===== src/rtl/imm_pkg.sv =====
// Shared constants for the immediate-decode stage: RV opcodes, format codes
// and the skid-buffer state encoding.
package imm_pkg;

  localparam logic [6:0] OPC_LOAD   = 7'b0000011;
  localparam logic [6:0] OPC_OP_IMM = 7'b0010011;
  localparam logic [6:0] OPC_AUIPC  = 7'b0010111;
  localparam logic [6:0] OPC_STORE  = 7'b0100011;
  localparam logic [6:0] OPC_LUI    = 7'b0110111;
  localparam logic [6:0] OPC_BRANCH = 7'b1100011;
  localparam logic [6:0] OPC_JALR   = 7'b1100111;
  localparam logic [6:0] OPC_JAL    = 7'b1101111;
  localparam logic [6:0] OPC_SYSTEM = 7'b1110011;

  localparam logic [2:0] FMT_NONE = 3'd0;
  localparam logic [2:0] FMT_I    = 3'd1;
  localparam logic [2:0] FMT_S    = 3'd2;
  localparam logic [2:0] FMT_B    = 3'd3;
  localparam logic [2:0] FMT_U    = 3'd4;
  localparam logic [2:0] FMT_J    = 3'd5;
  localparam logic [2:0] FMT_Z    = 3'd6;

  typedef enum logic [1:0] {
    ST_EMPTY = 2'd0,
    ST_ONE   = 2'd1,
    ST_FULL  = 2'd2
  } skid_state_e;

endpackage


===== src/rtl/imm_decode_comb.sv =====
// Combinational immediate extraction and format classification.
// Optional CSR zimm decode is enabled by defining IMMGEN_CSR_ZIMM_EN.
module imm_decode_comb
  import imm_pkg::*;
#(
  parameter int XLEN = 32
) (
  input  logic [31:0]     instr_i,
  input  logic            en_i,
  output logic [XLEN-1:0] imm_o,
  output logic [2:0]      fmt_o,
  output logic            illegal_o,
  output logic            tgt_valid_o
);

  // Every format fits in 32 bits; widening the signed value sign-extends from bit 31.
  logic signed [31:0] imm32;

  always_comb begin
    imm32       = '0;
    fmt_o       = FMT_NONE;
    illegal_o   = 1'b0;
    tgt_valid_o = 1'b0;
    if (en_i) begin
      case (instr_i[6:0])
        OPC_OP_IMM, OPC_LOAD, OPC_JALR: begin
          imm32 = {{20{instr_i[31]}}, instr_i[31:20]};
          fmt_o = FMT_I;
        end
        OPC_STORE: begin
          imm32 = {{20{instr_i[31]}}, instr_i[31:25], instr_i[11:7]};
          fmt_o = FMT_S;
        end
        OPC_BRANCH: begin
          imm32 = {{19{instr_i[31]}}, instr_i[31], instr_i[7], instr_i[30:25],
                   instr_i[11:8], 1'b0};
          fmt_o       = FMT_B;
          tgt_valid_o = 1'b1;
        end
        OPC_LUI: begin
          imm32 = {instr_i[31:12], 12'b0};
          fmt_o = FMT_U;
        end
        OPC_AUIPC: begin
          imm32       = {instr_i[31:12], 12'b0};
          fmt_o       = FMT_U;
          tgt_valid_o = 1'b1;
        end
        OPC_JAL: begin
          imm32 = {{11{instr_i[31]}}, instr_i[31], instr_i[19:12], instr_i[20],
                   instr_i[30:21], 1'b0};
          fmt_o       = FMT_J;
          tgt_valid_o = 1'b1;
        end
        OPC_SYSTEM: begin
`ifdef IMMGEN_CSR_ZIMM_EN
          // Only the immediate CSR forms (funct3 101/110/111) carry a zimm.
          if (instr_i[14] && (instr_i[13:12] != 2'b00)) begin
            imm32 = {27'b0, instr_i[19:15]};
            fmt_o = FMT_Z;
          end
`else
          illegal_o = 1'b1;
`endif
        end
        default: illegal_o = 1'b1;
      endcase
    end
  end

  assign imm_o = XLEN'(imm32);

`ifndef IMMGEN_CSR_ZIMM_EN
  logic unused_funct3;
  assign unused_funct3 = ^instr_i[14:12];
`endif

endmodule


===== src/rtl/imm_decode_pipe.sv =====
// Registered immediate-decode stage with valid/ready handshake, PC-relative
// target precompute and optional two-entry skid buffer. Macro: IMMGEN_CSR_ZIMM_EN.
//
// Handshake: a beat transfers on a rising clk edge when valid && ready are both
// high; the sender holds valid and data stable until that edge; beats leave in
// acceptance order, never dropped or duplicated.
module imm_decode_pipe
  import imm_pkg::*;
#(
  parameter int XLEN = 32,
  parameter int SKID = 1
) (
  input  logic            clk,
  input  logic            rst_n,
  input  logic            in_valid,
  output logic            in_ready,
  input  logic [31:0]     in_instr,
  input  logic [XLEN-1:0] in_pc,
  input  logic            in_en,
  output logic            out_valid,
  input  logic            out_ready,
  output logic [XLEN-1:0] out_imm,
  output logic [2:0]      out_fmt,
  output logic            out_illegal,
  output logic [XLEN-1:0] out_pc,
  output logic [XLEN-1:0] out_target,
  output logic            out_tgt_valid,
  output logic [1:0]      dbg_state
);

  typedef struct packed {
    logic [XLEN-1:0] imm;
    logic [2:0]      fmt;
    logic            illegal;
    logic [XLEN-1:0] pc;
    logic [XLEN-1:0] target;
    logic            tgt_valid;
  } entry_t;

  logic [XLEN-1:0] dec_imm;
  logic [2:0]      dec_fmt;
  logic            dec_illegal;
  logic            dec_tgt_valid;
  entry_t          in_entry;
  entry_t          out_entry;
  logic            in_acc;
  logic            out_acc;

  imm_decode_comb #(.XLEN(XLEN)) u_decode (
    .instr_i     (in_instr),
    .en_i        (in_en),
    .imm_o       (dec_imm),
    .fmt_o       (dec_fmt),
    .illegal_o   (dec_illegal),
    .tgt_valid_o (dec_tgt_valid)
  );

  always_comb begin
    in_entry.imm       = dec_imm;
    in_entry.fmt       = dec_fmt;
    in_entry.illegal   = dec_illegal;
    in_entry.pc        = in_pc;
    in_entry.target    = dec_tgt_valid ? (in_pc + dec_imm) : '0;
    in_entry.tgt_valid = dec_tgt_valid;
  end

  assign in_acc  = in_valid && in_ready;
  assign out_acc = out_valid && out_ready;

  generate
    if (SKID != 0) begin : g_skid
      skid_state_e state_q, state_d;
      entry_t      out_q, out_d;
      entry_t      skid_q, skid_d;
      logic        in_ready_q;

      always_comb begin
        state_d = state_q;
        out_d   = out_q;
        skid_d  = skid_q;
        case (state_q)
          ST_EMPTY: begin
            if (in_acc) begin
              out_d   = in_entry;
              state_d = ST_ONE;
            end
          end
          ST_ONE: begin
            if (in_acc && out_acc) begin
              out_d = in_entry;
            end else if (in_acc) begin
              skid_d  = in_entry;
              state_d = ST_FULL;
            end else if (out_acc) begin
              state_d = ST_EMPTY;
            end
          end
          ST_FULL: begin
            // in_ready is low here, so only the drain side can move.
            if (out_acc) begin
              out_d   = skid_q;
              state_d = ST_ONE;
            end
          end
          default: state_d = ST_EMPTY;
        endcase
      end

      always_ff @(posedge clk or negedge rst_n) begin
        if (!rst_n) begin
          state_q    <= ST_EMPTY;
          out_q      <= '0;
          skid_q     <= '0;
          in_ready_q <= 1'b1;
        end else begin
          state_q    <= state_d;
          out_q      <= out_d;
          skid_q     <= skid_d;
          in_ready_q <= (state_d != ST_FULL);
        end
      end

      assign in_ready  = in_ready_q;
      assign out_valid = (state_q != ST_EMPTY);
      assign out_entry = out_q;
      assign dbg_state = state_q;
    end else begin : g_single
      logic   valid_q, valid_d;
      entry_t out_q, out_d;

      always_comb begin
        valid_d = valid_q;
        out_d   = out_q;
        if (in_acc) begin
          out_d   = in_entry;
          valid_d = 1'b1;
        end else if (out_acc) begin
          valid_d = 1'b0;
        end
      end

      always_ff @(posedge clk or negedge rst_n) begin
        if (!rst_n) begin
          valid_q <= 1'b0;
          out_q   <= '0;
        end else begin
          valid_q <= valid_d;
          out_q   <= out_d;
        end
      end

      assign in_ready  = !valid_q || out_ready;
      assign out_valid = valid_q;
      assign out_entry = out_q;
      assign dbg_state = valid_q ? ST_ONE : ST_EMPTY;
    end
  endgenerate

  assign out_imm       = out_entry.imm;
  assign out_fmt       = out_entry.fmt;
  assign out_illegal   = out_entry.illegal;
  assign out_pc        = out_entry.pc;
  assign out_target    = out_entry.target;
  assign out_tgt_valid = out_entry.tgt_valid;

endmodule


===== config.mk =====
export PLATFORM = sky130hd
export DESIGN_NAME = imm_decode_pipe
export DESIGN_NICKNAME = d
export VERILOG_FILES = /design/src/rtl/imm_pkg.sv /design/src/rtl/imm_decode_comb.sv /design/src/rtl/imm_decode_pipe.sv
export SDC_FILE = /design/constraint.sdc
export NUM_CORES = 1
export LEC_CHECK = 0
export BUFFER_PORTS_ARGS = -buffer_cell sky130_fd_sc_hd__buf_2
export CORE_MARGIN = 2
export CORE_UTILIZATION = 50
export DETAILED_ROUTE_END_ITERATION = 8
export GPL_TIMING_DRIVEN = 0
export PLACE_DENSITY_LB_ADDON = 0.12
export SKIP_CTS_REPAIR_TIMING = 1
export SYNTH_ARGS = -nofsm -noshare
export SYNTH_HDL_FRONTEND = slang
export SYNTH_SLANG_ARGS = --single-unit

===== constraint.sdc =====
create_clock -name clk -period 2.45 [get_ports clk]
set_clock_uncertainty 0.1 [all_clocks]
set_input_delay 0.1225 -clock clk [delete_from_list [all_inputs] [get_ports clk]]
set_output_delay 0.1225 -clock clk [all_outputs]
set_load 0.05 [all_outputs]

Word level (Yosys, flattened, before mapping) --
Index checks and enable logic that the tools add are counted.
Storage, ports and cells: register bits 205, latch bits 0, memory bits (writable) 0, memory bits (read-only) 0, input bits 69, logic and storage cells 61, memories 0
Operators by class: add/subtract/negate cells 1, multipliers 0, divide/modulo/power cells 0, $lt $le $gt $ge 0, equal/unequal tests 14, shifts and indexed selects 0, multiplexer cells 19, bitwise gates (word level) 1, reductions and logical operators 12
Operator list (count):
- $mux 101 | 3
- $pmux 101 s3 | 1
- $pmux 32 s5 | 1
- $mux 32 | 2
- $add 32x32->32 | 1
- $eq 7x7->1 const B | 3
- $pmux 3 s5 | 1
- $eq 7x5->1 const B | 2
- $eq 7x6->1 const B | 2
- $mux 2 | 5
- $ne 2x2->1 const B | 4
- $reduce_or 8->1 | 1
- $eq 7x2->1 const B | 1
- $pmux 2 s3 | 1
- $reduce_or 3->1 | 2
- $mux 1 | 4
- $reduce_and 4->1 | 1
- $logic_and 1x1->1 | 3
- $mux 3 | 1
- $reduce_and 3->1 | 1
- $reduce_bool 3->1 | 1
- $eq 2x1->1 const B | 1
- $eq 2x2->1 const B | 1
- $logic_not 2->1 | 1
- other kinds (3) | 3

Longest topological paths before layout --
Gate-level depths: netlist of the first run.
depth in word-level cells 8, gate-level depth with buffers 17, gate-level depth less buffers 16

Hierarchy --
A second synthesis of the first run with hierarchy kept.
Second synthesis, totals: cells, all modules 1332, area total of the unflattened synthesis 10950.5 sq um
By module, submodules not included:
- imm_decode_pipe | instances 1, cells each 1222, area an instance 10214.8 sq um
- imm_decode_comb | instances 1, cells each 110, area an instance 735.7 sq um

Least setup slack after synthesis of the first run --
No wires, ideal clock.
path type input to register, start input in_instr[3], end register g_skid.out_q, in the netlist out_target[27], arrival time 3537 ps, required time 2224 ps, path slack -1312 ps, cell stages on the path 17, cells stage by stage buf_4 -> nand4bb_2 -> a21oi_1 -> or2_2 -> o21ai_2 -> clkbuf_1 -> a21oi_1 -> ha_1 -> buf_2 -> nand4_1 -> or4b_1 -> a21oi_2 -> o21ai_2 -> o221a_4 -> xnor2_1 -> a221oi_1 -> nor2_1
Between the ends: cells in the longest elaborated chain, start to end 8, elaborated cells on any way between the ends 20, those cells by class add/sub: 1; eq/ne: 8; mux: 8; reduce/logical: 3
RTL lines:
- start: declaration | line imm_decode_pipe.sv:17 | input logic [31:0] in_instr,
- $eq 7x5->1 (tied with other cells) | line imm_decode_comb.sv:25 | case (instr_i[6:0])
- $reduce_or 3->1 or $reduce_or 2->1 (tied branches)
- $pmux 32 s5 * | line imm_decode_comb.sv:25
- $mux 32 * | line imm_decode_comb.sv:24 | if (en_i) begin
- named net dec_imm[12] | line imm_decode_pipe.sv:40 | logic [XLEN-1:0] dec_imm;
- $add 32x32->32 * | line imm_decode_pipe.sv:63 | in_entry.target = dec_tgt_valid ? (in_pc + dec_imm) : '0;
- $mux 32 * | line imm_decode_pipe.sv:63
- $mux 101, on equally long branches | line imm_decode_pipe.sv:89, imm_decode_pipe.sv:83
- $pmux 101 s3 * | line imm_decode_pipe.sv:81 | case (state_q)
- end signal: assignment | line imm_decode_pipe.sv:117 | out_q <= out_d;
- end: declaration | line imm_decode_pipe.sv:73 | entry_t out_q, out_d;
Mark *: on every way through the listed nets, which the timed path passes. The rest lies on a longest branch. The select of a mux whose other input is x is not followed. A chain may end at the register's enable or synchronous reset.

Worst setup path in the final report of the first run --
start input in_instr[3], end register g_skid.skid_q[32] (netlist name)
Between the ends: cells in the longest elaborated chain, start to end 6, elaborated cells on any way between the ends 17, those cells by class add/sub: 1; eq/ne: 8; mux: 5; reduce/logical: 3
RTL lines:
- $eq 7x5->1 (tied with other cells) | line imm_decode_comb.sv:25
- $reduce_or 3->1 or $reduce_or 2->1 (tied branches)
- $pmux 32 s5 * | line imm_decode_comb.sv:25
- $mux 32 * | line imm_decode_comb.sv:24
- named net dec_imm[1] | line imm_decode_pipe.sv:40
- $add 32x32->32 * | line imm_decode_pipe.sv:63
- $mux 32 * | line imm_decode_pipe.sv:63
- end signal: assignment | line imm_decode_pipe.sv:118 | skid_q <= skid_d;
- end: declaration | line imm_decode_pipe.sv:74 | entry_t skid_q, skid_d;
Mark *: on every way through the listed nets, which the timed path passes. The rest lies on a longest branch.

==> results of run 1 <==
-- critical path, cell delays in order --
cell,delay [ns]
buf_12,0.10
nand4bb_4,0.29
nor3_4,0.26
or2_4,0.18
o21ai_4,0.12
buf_6,0.18
clkbuf_16,0.15
nor2_4,0.20
ha_4,0.23
a211o_1,0.28
or3b_4,0.29
a21oi_4,0.09
o21ai_4,0.23
o221a_4,0.32
o21ai_4,0.09
or4_1,0.43
nand3_1,0.09
-- worst paths after layout --
path	startpoint	endpoint	cells past startpoint
min	in_pc[0]	g_skid.skid_q[33]$_DFFE_PN0P_	3
max	in_instr[3]	g_skid.skid_q[32]$_DFFE_PN0P_	17
min in group asynchronous	rst_n	out_target[25]$_DFFE_PN0P_	2
min reg2reg	g_skid.skid_q[6]$_DFFE_PN0P_	g_skid.skid_q[6]$_DFFE_PN0P_	2
max reg2reg	in_ready$_DFF_PN1_	out_target[9]$_DFFE_PN0P_	7
max in group asynchronous	rst_n	out_pc[6]$_DFFE_PN0P_	3
-- layout make-up --
class,instances,area (sq um)
fillers,1726,6604
multi-input cells,1007,6058
flip-flops and latches,205,5131
repair buffers,268,1818
clock buffers,35,660.6
plain buffers,77,429.2
well taps,275,344.1
inverters,16,60.06
clock inverters,4,48.80
-- through the flow --
stage | util [%] | hold WS (ns) | setup WS [ns] | area, sq um
detailed placement | 58.29 | 0.08352 | -1.687 | 12330
global route | 68.78 | -0.2035 | -0.9481 | 14550
floorplan | - | -0.2731 | -0.8976 | 11090
finish | 68.78 | -0.2001 | -0.8825 | 14550
CTS | 61.64 | -0.4513 | -1.171 | 13040
global placement | 58.08 | 0.2609 | -2.412 | 12290
-- cells in the final DEF, fill, tap and decap left out, types with 24 or more instances in the layout --
master           n
dfrtp_1        204
clkbuf_16       24
buf_4           37
buf_2          173
nor2_1         109
a21oi_1         47
nand2_1        425
clkbuf_1        39
a31oi_1         75
o21ai_0         33
dlygate4sd3_1   57
clkbuf_2        26
-- sequential cells by signal, summed over array words and instances, names as in the netlist --
signal	count
out_target	32
in_ready	1
out_pc	32
g_skid.skid_q	101
out_tgt_valid	1
out_fmt	3
out_illegal	1
dbg_state	2
out_imm	32
-- layer usage --
| metal | vias up | routed length (um) | GRT usage, % |
|---|---|---|---|
| met2 | 544 | 16420 | 46.43 |
| met5 | - | 0 | 0 |
| met1 | 5172 | 15830 | 45.35 |
| met4 | 0 | 1559 | 11.21 |
| li1 | 5050 | - | - |
| met3 | 105 | 3050 | 4.789 |
-- power by group --
group | total [W] | switching (W) | internal, W
Sequential | 0.00497 | 0.000590 | 0.00438
Combinational | 0.00593 | 0.00452 | 0.00141
Clock | 0.00331 | 0.00136 | 0.00195
-- cell families after synthesis --
logic type,synth area share [%]
multiplexers,0.2772
AO/OA/AOI/OAI,18.68
buffers and inverters,3.731
flip-flops,47.37
XOR/XNOR,2.102
AND/OR/NAND/NOR,24.07
adder cells (fa/ha/maj),3.766
==> impl_metrics.yaml, run 1 <==
status:
  outcome: "complete, but fails checks"
  violations: "negative hold slack, negative setup slack"
job:
  cap_violations: 0
synthesis:
  synth_common_cells: "nand2_1, dfrtp_1, nor2_1"
  synthesis.area_sq_um: 10830
  ys_warn_count: 0
  synth_area_leaders: "dfrtp_1, nand2_1, a31oi_1"
  synth_top_area_share_pct: 47.13
  ys_types: 72
  synth.most_common_cell: "nand2_1"
  async_reset_ff_share_pct: 100.0
  seq_area_frac_synth_pct: 47.37
  synth-edff-count: 0
  ys.flop_type: "dfrtp_1"
  synthCells: 1314
  synth_area_per_cell_sq_um: 8.243
  synth-seq-cells: 205
  synth_top_area_cell: "dfrtp_1"
  syn_nets: 1415
sta:
  fin_crit_ns: 3.332
  whs_ns: -0.2001
  rsz0062_at_grt: "true"
  max_freq_mhz: 300.1
  drv_slew: 0
  finalSetupViolCount: 54
  layout_setup_ws_ns: -0.8825
  fin_setup_tns_ns: -34.27
  fin_crit_sh_pct: 136.0
  tightest_slew_ns: 0.9111
  final_hold_viol_count: 8
  slew_headroom_pct: 39.00
grt:
  grt_pass1_vias: 9725
  grt_antenna_before_repair: 1
  grt_max_degree: 119
  grt.total_usage_pct: 30.89
  grt_overflow: 0
  grt_pass1_wl_mm: 54.25
place:
  place_congestion: 0.9279
  placedCellCount: 1760
  dp_hpwl_mm: 25.83
  port_buffers: 170
route:
  wire_per_inst_um: 19.53
  first_iter_violations: 930
  vias: 10871
  drt_wl_total_mm: 36.85
  viasPerCell: 5.761
  antenna_left: 0
  remaining_drc_errors: 0
  dr.pass1.iters: 6
pwr:
  ir_worst_vdd_mv: 0.6971
  p_leak_nw: 6.809
  powerDensity_nw_per_um2: 977.2
  power_w: 0.01422
setup_path:
  critPathMaxFanout: 6
  cp-end-kind: "flop"
  start_kind: "input port"
  worstPathRequired_ns: 2.79
  reg2reg_slack_ns: 0.01
  crit_arrival_ns: 3.67
  crit_type: "input port to flop"
clocking:
  cts.htree.levels: 1
  cts_tree: "yes"
  root_buffer: "clkbuf_16"
  cts_made_buffers: 23
  clock-sinks: 205
  clock_latency_ns: 0.52
  clkSlewWorstSetupHoldPaths_ns: 0.06
  clockBufferDepth: 3
finish:
  syn_to_final_growth_pct: 34.33
  drive_above_1_share_pct: 26.55
  finalNetCount: 1699
  n_antenna_cell: 0
  instances_no_fill: 1887
die:
  std_cell_rows: 53
  start_util_pct: 51.20
  io_pins: 174
  die_x_um: 151.2
  fp.dieH_um: 151.2
  dieArea_sq_um: 22860
  core_sq_um: 21150
hold_path:
  hp-class: "input port to flop"
No activity file was read; power rests on OpenSTA's default activity.
==> inputs of run 2 (changes only) <==
--- a/config.mk
+++ b/config.mk
@@ -5,6 +5,7 @@
 export SDC_FILE = /design/constraint.sdc
 export NUM_CORES = 1
 export LEC_CHECK = 0
+export ABC_AREA = 1
 export BUFFER_PORTS_ARGS = -buffer_cell sky130_fd_sc_hd__buf_2
 export CORE_MARGIN = 2
 export CORE_UTILIZATION = 50
@@ -12,6 +13,7 @@
 export GPL_TIMING_DRIVEN = 0
 export PLACE_DENSITY_LB_ADDON = 0.12
 export SKIP_CTS_REPAIR_TIMING = 1
+export SLEW_MARGIN = 20
 export SYNTH_ARGS = -nofsm -noshare
 export SYNTH_HDL_FRONTEND = slang
 export SYNTH_SLANG_ARGS = --single-unit
==> impl_metrics.yaml, run 2 <==
status:
  outcome: "complete, but fails checks"
  violations: "negative hold slack"
pwr:
  clockPowerShare_pct: 19.3
  sequentialPowerShare_pct: 30.6
  switching_share_pct: 49.75
  internal_power_w: 0.008529
  powerDensity_nw_per_um2: 1103
  p_leak_nw: 7.832
  ir_worst_vdd_mv: 0.9673
  power_w: 0.01697
  pwr-share-comb_pct: 50.1
  p_switching_w: 0.008443
place:
  port_buffers: 172
  place_congestion: 0.9542
  placedCellCount: 2053
  dp_hpwl_mm: 29.70
sta:
  whs_ns: -0.01828
  fin_crit_ns: 2.408
  fin_crit_sh_pct: 98.29
  slew_headroom_pct: 43.79
  final_hold_viol_count: 1
  rsz0062_at_grt: "true"
  drv_slew: 0
  max_freq_mhz: 415.3
  fin_setup_tns_ns: 0
  tightest_slew_ns: 0.8432
  finalSetupViolCount: 0
synthesis:
  ys.flop_type: "dfrtp_1"
  synth_top_area_share_pct: 44.94
  synth-edff-count: 0
  seq_area_frac_synth_pct: 45.17
  synth_area_per_cell_sq_um: 7.127
  syn_nets: 1695
  ys_types: 37
  synth_common_cells: "nand2_1, dfrtp_1, nor2_1"
  synth-seq-cells: 205
  synthCells: 1594
  synth.most_common_cell: "nand2_1"
  synth_area_leaders: "dfrtp_1, nand2_1, nor2_1"
  ys_warn_count: 0
  synthesis.area_sq_um: 11360
  synth_top_area_cell: "dfrtp_1"
  async_reset_ff_share_pct: 100.0
hold_path:
  hp-class: "input port to flop"
  hold_depth: 3
die:
  std_cell_rows: 55
  fp.dieH_um: 154.7
  io_pins: 174
  start_util_pct: 50.48
  core_sq_um: 22500
  die_x_um: 154.7
  dieArea_sq_um: 23940
clocking:
  cts.htree.levels: 1
  root_buffer: "clkbuf_16"
  cts_tree: "yes"
  clkSlewWorstSetupHoldPaths_ns: 0.06
  cts_made_buffers: 23
  clock-sinks: 205
  clock_latency_ns: 0.52
  clockBufferDepth: 3
setup_path:
  start_kind: "input port"
  crit_arrival_ns: 2.72
  crit_type: "input port to flop"
  ff2ff_path_depth: 7
  cp-end-kind: "flop"
  r2r_start: "in_ready$_DFF_PN1_"
  reg2reg_slack_ns: 0.17
  worstPathRequired_ns: 2.76
  worstSetupStartpoint: "in_instr[3]"
  crit_end: "out_target[29]$_DFFE_PN0P_"
  r2r-end: "g_skid.skid_q[13]$_DFFE_PN0P_"
  critPathMaxFanout: 5
route:
  drt_wl_total_mm: 40.65
  viasPerCell: 5.413
  drt-met1-wl_mm: 17.85
  remaining_drc_errors: 0
  highest-signal-layer: "met4"
  first_iter_violations: 1033
  antenna_left: 0
  met2_length_mm: 18.56
  vias: 11838
  wire_per_inst_um: 18.59
  dr.pass1.iters: 5
  wl_met3_mm: 3.057
finish:
  finalNetCount: 1986
  n_antenna_cell: 0
  final_util_pct: 68.36
  largest_register: "g_skid.skid_q"
  largest_reg_flops: 101
  instances_no_fill: 2187
  final_common_cell: "nand2_1"
  fill_cells: 1910
  drive_above_1_share_pct: 27.02
  syn_to_final_growth_pct: 35.42
  mostFrequentLayoutCells: "nand2_1, dfrtp_1, buf_2, nor2_1, inv_1"
grt:
  grt_antenna_before_repair: 0
  grt_pass1_wl_mm: 59.13
  grt.total_usage_pct: 32.13
  grt_max_degree: 98
  grt_pass1_vias: 10488
  grt_overflow: 0
job:
  cap_violations: 0
==> run 2: cell count changes after synthesis, sizes merged, moves of 22 or more <==
cell	change
a21oi	+48
a31oi	-43
clkbuf	-31
inv	+116
nand2	+183
nand3	+49
nor2	+49
o21ai	+22
==> run 2: layer usage <==
metal | vias to the layer above | global-route usage [%]
met2 | 462 | 51.19
met1 | 5627 | 46.69
met5 | - | 0
met4 | 0 | 9.436
met3 | 66 | 3.390
li1 | 5683 | -
==> run 2: how the worst min path moves through the flow <==
stage | slack, ns | from | endpoint
detailed placement | -0.12 | rst_n | out_pc[3]$_DFFE_PN0P_
global placement | 0.29 | in_pc[2] | g_skid.skid_q[35]$_DFFE_PN0P_
CTS | -0.66 | rst_n | g_skid.skid_q[37]$_DFFE_PN0P_
global route | 0.006 | in_en | g_skid.skid_q[94]$_DFFE_PN0P_
floorplan | -0.27 | rst_n | dbg_state[0]$_DFF_PN0_
finish | -0.02 | in_en | g_skid.skid_q[94]$_DFFE_PN0P_
==> run 2: power groups by stage <==
stage | Clock [W] | Sequential, W | Combinational (W)
final | 0.00328 | 0.00520 | 0.00850
after floorplan | 0 | 0.00797 | 0.00302
after global routing | 0.00343 | 0.00531 | 0.00912
after CTS | 0.00329 | 0.00518 | 0.00816
after detailed placement | 0 | 0.00522 | 0.00812
after global placement | 0 | 0.00521 | 0.00802
==> run 2: area by class of cell <==
type	count	area [sq um]	share of cell area (%)
Buffer	72	339.1	2.204
Clock buffer	38	681.9	4.433
Clock inverter	4	23.77	0.1545
Inverter	133	515.5	3.351
Multi-Input combinational cell	1184	6576	42.75
Sequential cell	205	5131	33.36
Tap cell	285	356.6	2.318
Timing Repair Buffer	266	1759	11.44
==> run 2: cells by family (layout without fill, tap and decap cells) <==
kind of cell / count (synthesis) / after routing / synth area share (%)
and+or+nand+nor: 877 / 877 / 30.60
AOI/OAI and AO/OA: 271 / 271 / 13.00
DFF: 205 / 205 / 45.17
buffers and inverters: 205 / 513 / 7.336
adders and majority gates: 32 / 32 / 3.591
xor gates and xnor gates: 4 / 4 / 0.3084
==> run 2: per-stage QoR <==
step / area, sq um / setup slack, ns / hold slack, ns
final: 15380 / 0.04199 / -0.01828
after global routing: 15380 / -0.09824 / 0.005690
after CTS: 13360 / -0.5753 / -0.6592
after detailed placement: 12660 / -1.101 / -0.1166
after global placement: 12590 / -2.338 / 0.2886
after floorplan: 11370 / 0.003071 / -0.2731
==> run 2: critical path, stage by stage <==
cell and delay [ns]:
buf_2 0.12, inv_1 0.07, nand2_2 0.06, nor2_4 0.15, nand2_2 0.11, nand3_4 0.12
inv_4 0.05, nand2_4 0.10, nand2_4 0.08, buf_6 0.14, a21oi_4 0.26, ha_4 0.28
nand2_2 0.11, inv_1 0.06, a21oi_2 0.16, o21ai_0 0.09, a21oi_1 0.19, nand3_1 0.12
nand3_2 0.10, nand2_1 0.07, nand2_2 0.11, nand2_1 0.05
==> inputs of run 3 (changes only) <==
--- a/config.mk
+++ b/config.mk
@@ -5,8 +5,8 @@
 export SDC_FILE = /design/constraint.sdc
 export NUM_CORES = 1
 export LEC_CHECK = 0
-export ABC_AREA = 1
 export BUFFER_PORTS_ARGS = -buffer_cell sky130_fd_sc_hd__buf_2
+export CAP_MARGIN = 10
 export CORE_MARGIN = 2
 export CORE_UTILIZATION = 50
 export DETAILED_ROUTE_END_ITERATION = 8
==> impl_metrics.yaml, run 3 (synthesized netlist as in run 1, its figures left out) <==
status:
  outcome: "complete, but fails checks"
  violations: "negative hold slack, negative setup slack"
finish:
  n_antenna_cell: 0
  final_util_pct: 70.14
  design_area_sq_um: 14840
  mostFrequentLayoutCells: "nand2_1, dfrtp_1, buf_2, nor2_1, a31oi_1"
  largest_reg_flops: 101
  drive_above_1_share_pct: 28.20
  final_common_cell: "nand2_1"
  syn_to_final_growth_pct: 36.99
  fill_cells: 1676
  largest_register: "g_skid.skid_q"
  finalNetCount: 1706
setup_path:
  crit_family: "compound AO/OA/AOI/OAI gates"
  path_buf_inv: 4
  crit_arrival_ns: 3.66
  r2r_start: "in_ready$_DFF_PN1_"
  ff2ff_path_depth: 7
  start_kind: "input port"
  reg2reg_slack_ns: -0.04
  cp-end-kind: "flop"
  critPathMaxStageDelay_ns: 0.43
  crit_chain: "buf_8, nand4_1, a21oi_4, or2_4, o21ai_4, buf_4, clkbuf_16, nor2_2, ha_4, nand2_2, or3b_4, a21oi_4, o21ai_4, o221a_4, buf_4, o21ai_2, xnor2_1, o21ai_1"
  r2r-end: "out_target[28]$_DFFE_PN0P_"
  critPathMaxFanout: 7
  cpMaxStageDelayCell: "or3b_4"
  worstPathRequired_ns: 2.73
  crit_type: "input port to flop"
sta:
  fin_crit_ns: 3.380
  final_hold_viol_count: 3
  whs_ns: -0.02130
  drv_slew: 0
  fin_crit_sh_pct: 138.0
  rsz0062_at_grt: "true"
  slew_headroom_pct: 37.34
  tightest_slew_ns: 0.9358
  max_freq_mhz: 295.9
  layout_setup_ws_ns: -0.9299
  finalSetupViolCount: 56
grt:
  grt.total_usage_pct: 30.85
  grt_pass1_vias: 9749
  grt_max_degree: 74
  grt_pass1_wl_mm: 54.14
  grt_overflow: 0
  grt_antenna_before_repair: 1
clocking:
  cts_tree: "yes"
  clock_latency_ns: 0.51
  cts.htree.levels: 1
  cts_made_buffers: 22
  clockBufferDepth: 3
  clkSlewWorstSetupHoldPaths_ns: 0.06
  root_buffer: "clkbuf_16"
  clock-sinks: 205
die:
  dieArea_sq_um: 22860
  io_pins: 174
  std_cell_rows: 53
  core_sq_um: 21150
  start_util_pct: 51.20
  fp.dieH_um: 151.2
  die_x_um: 151.2
route:
  viasPerCell: 5.840
  vias: 11050
  remaining_drc_errors: 0
  drt_wl_total_mm: 38.01
  antenna_left: 0
  wire_per_inst_um: 20.09
  first_iter_violations: 919
  dr.pass1.iters: 5
pwr:
  powerDensity_nw_per_um2: 961.9
  power_w: 0.01427
  pwr-share-comb_pct: 41.8
  switching_share_pct: 45.68
  ir_worst_vdd_mv: 0.8151
  p_switching_w: 0.006520
  clockPowerShare_pct: 23.3
  p_leak_nw: 6.890
  sequentialPowerShare_pct: 34.9
  internal_power_w: 0.007752
hold_path:
  min_from: "in_instr[19]"
  hold_depth: 5
  worstHoldEndpoint: "out_imm[19]$_DFFE_PN0P_"
  hp-class: "input port to flop"
place:
  placed_area_sq_um: 12360
  dp_hpwl_mm: 25.99
  place_congestion: 0.9279
  place_ws_ns: -1.692
  port_buffers: 170
job:
  cap_violations: 0
[run 3: worst max-delay path by stage]
stage | cells past startpoint | startpoint | slack [ns] | to
finish | 18 | in_instr[2] | -0.93 | g_skid.skid_q[30]$_DFFE_PN0P_
global route | 18 | in_instr[2] | -0.99 | g_skid.skid_q[29]$_DFFE_PN0P_
CTS | 15 | in_instr[2] | -1.21 | out_target[13]$_DFFE_PN0P_
detailed placement | 15 | in_instr[2] | -1.69 | out_target[13]$_DFFE_PN0P_
global placement | 1 | rst_n | -2.41 | out_imm[20]$_DFFE_PN0P_
floorplan | 17 | in_instr[3] | -0.90 | out_target[27]$_DFFE_PN0P_
[run 3: layer usage]
layer  wire [um]  track usage [%]  share of wire, %
met5           0                0                 0
met4        1724            11.26               4.5
met3        3003            4.006               7.9
met2       17290            47.35                45
met1       15990            44.92                42
[run 3: final cells by class]
type                            instances  area, sq um  area share (%)
Clock inverter                          6        57.56          0.3879
Sequential cell                       205         5131           34.58
Clock buffer                           30        651.9           4.393
Tap cell                              275        344.1           2.319
Inverter                               16        60.06          0.4048
Timing Repair Buffer                  275         1899           12.80
Multi-Input combinational cell       1007         6266           42.23
Buffer                                 78        427.9           2.884
[run 3: through the flow]
step / hold slack [ns] / instances / setup TNS [ns]
finish: -0.02130 / 1892 / -38.95
global route: 0.006117 / 1892 / -42.42
CTS: -0.5252 / 1797 / -97.58
detailed placement: 0.002460 / 1761 / -120.81
global placement: 0.2609 / 1759 / -622.16
floorplan: -0.2731 / 1314 / -30.64
[run 3: tightest hold or removal path, cell delays in order]
cell     delay, ns
buf_2         0.09
nand2_1       0.10
a21oi_4       0.10
nand2_1       0.05
a31oi_1       0.08
[run 3: power groups by stage]
stage                     clock [W]  sequential [W]  combinational [W]
after floorplan                   0         0.00736            0.00169
final                       0.00332         0.00498            0.00597
after detailed placement          0         0.00500            0.00572
after CTS                   0.00334         0.00495            0.00574
after global routing        0.00348         0.00509            0.00635
after global placement            0         0.00499            0.00563
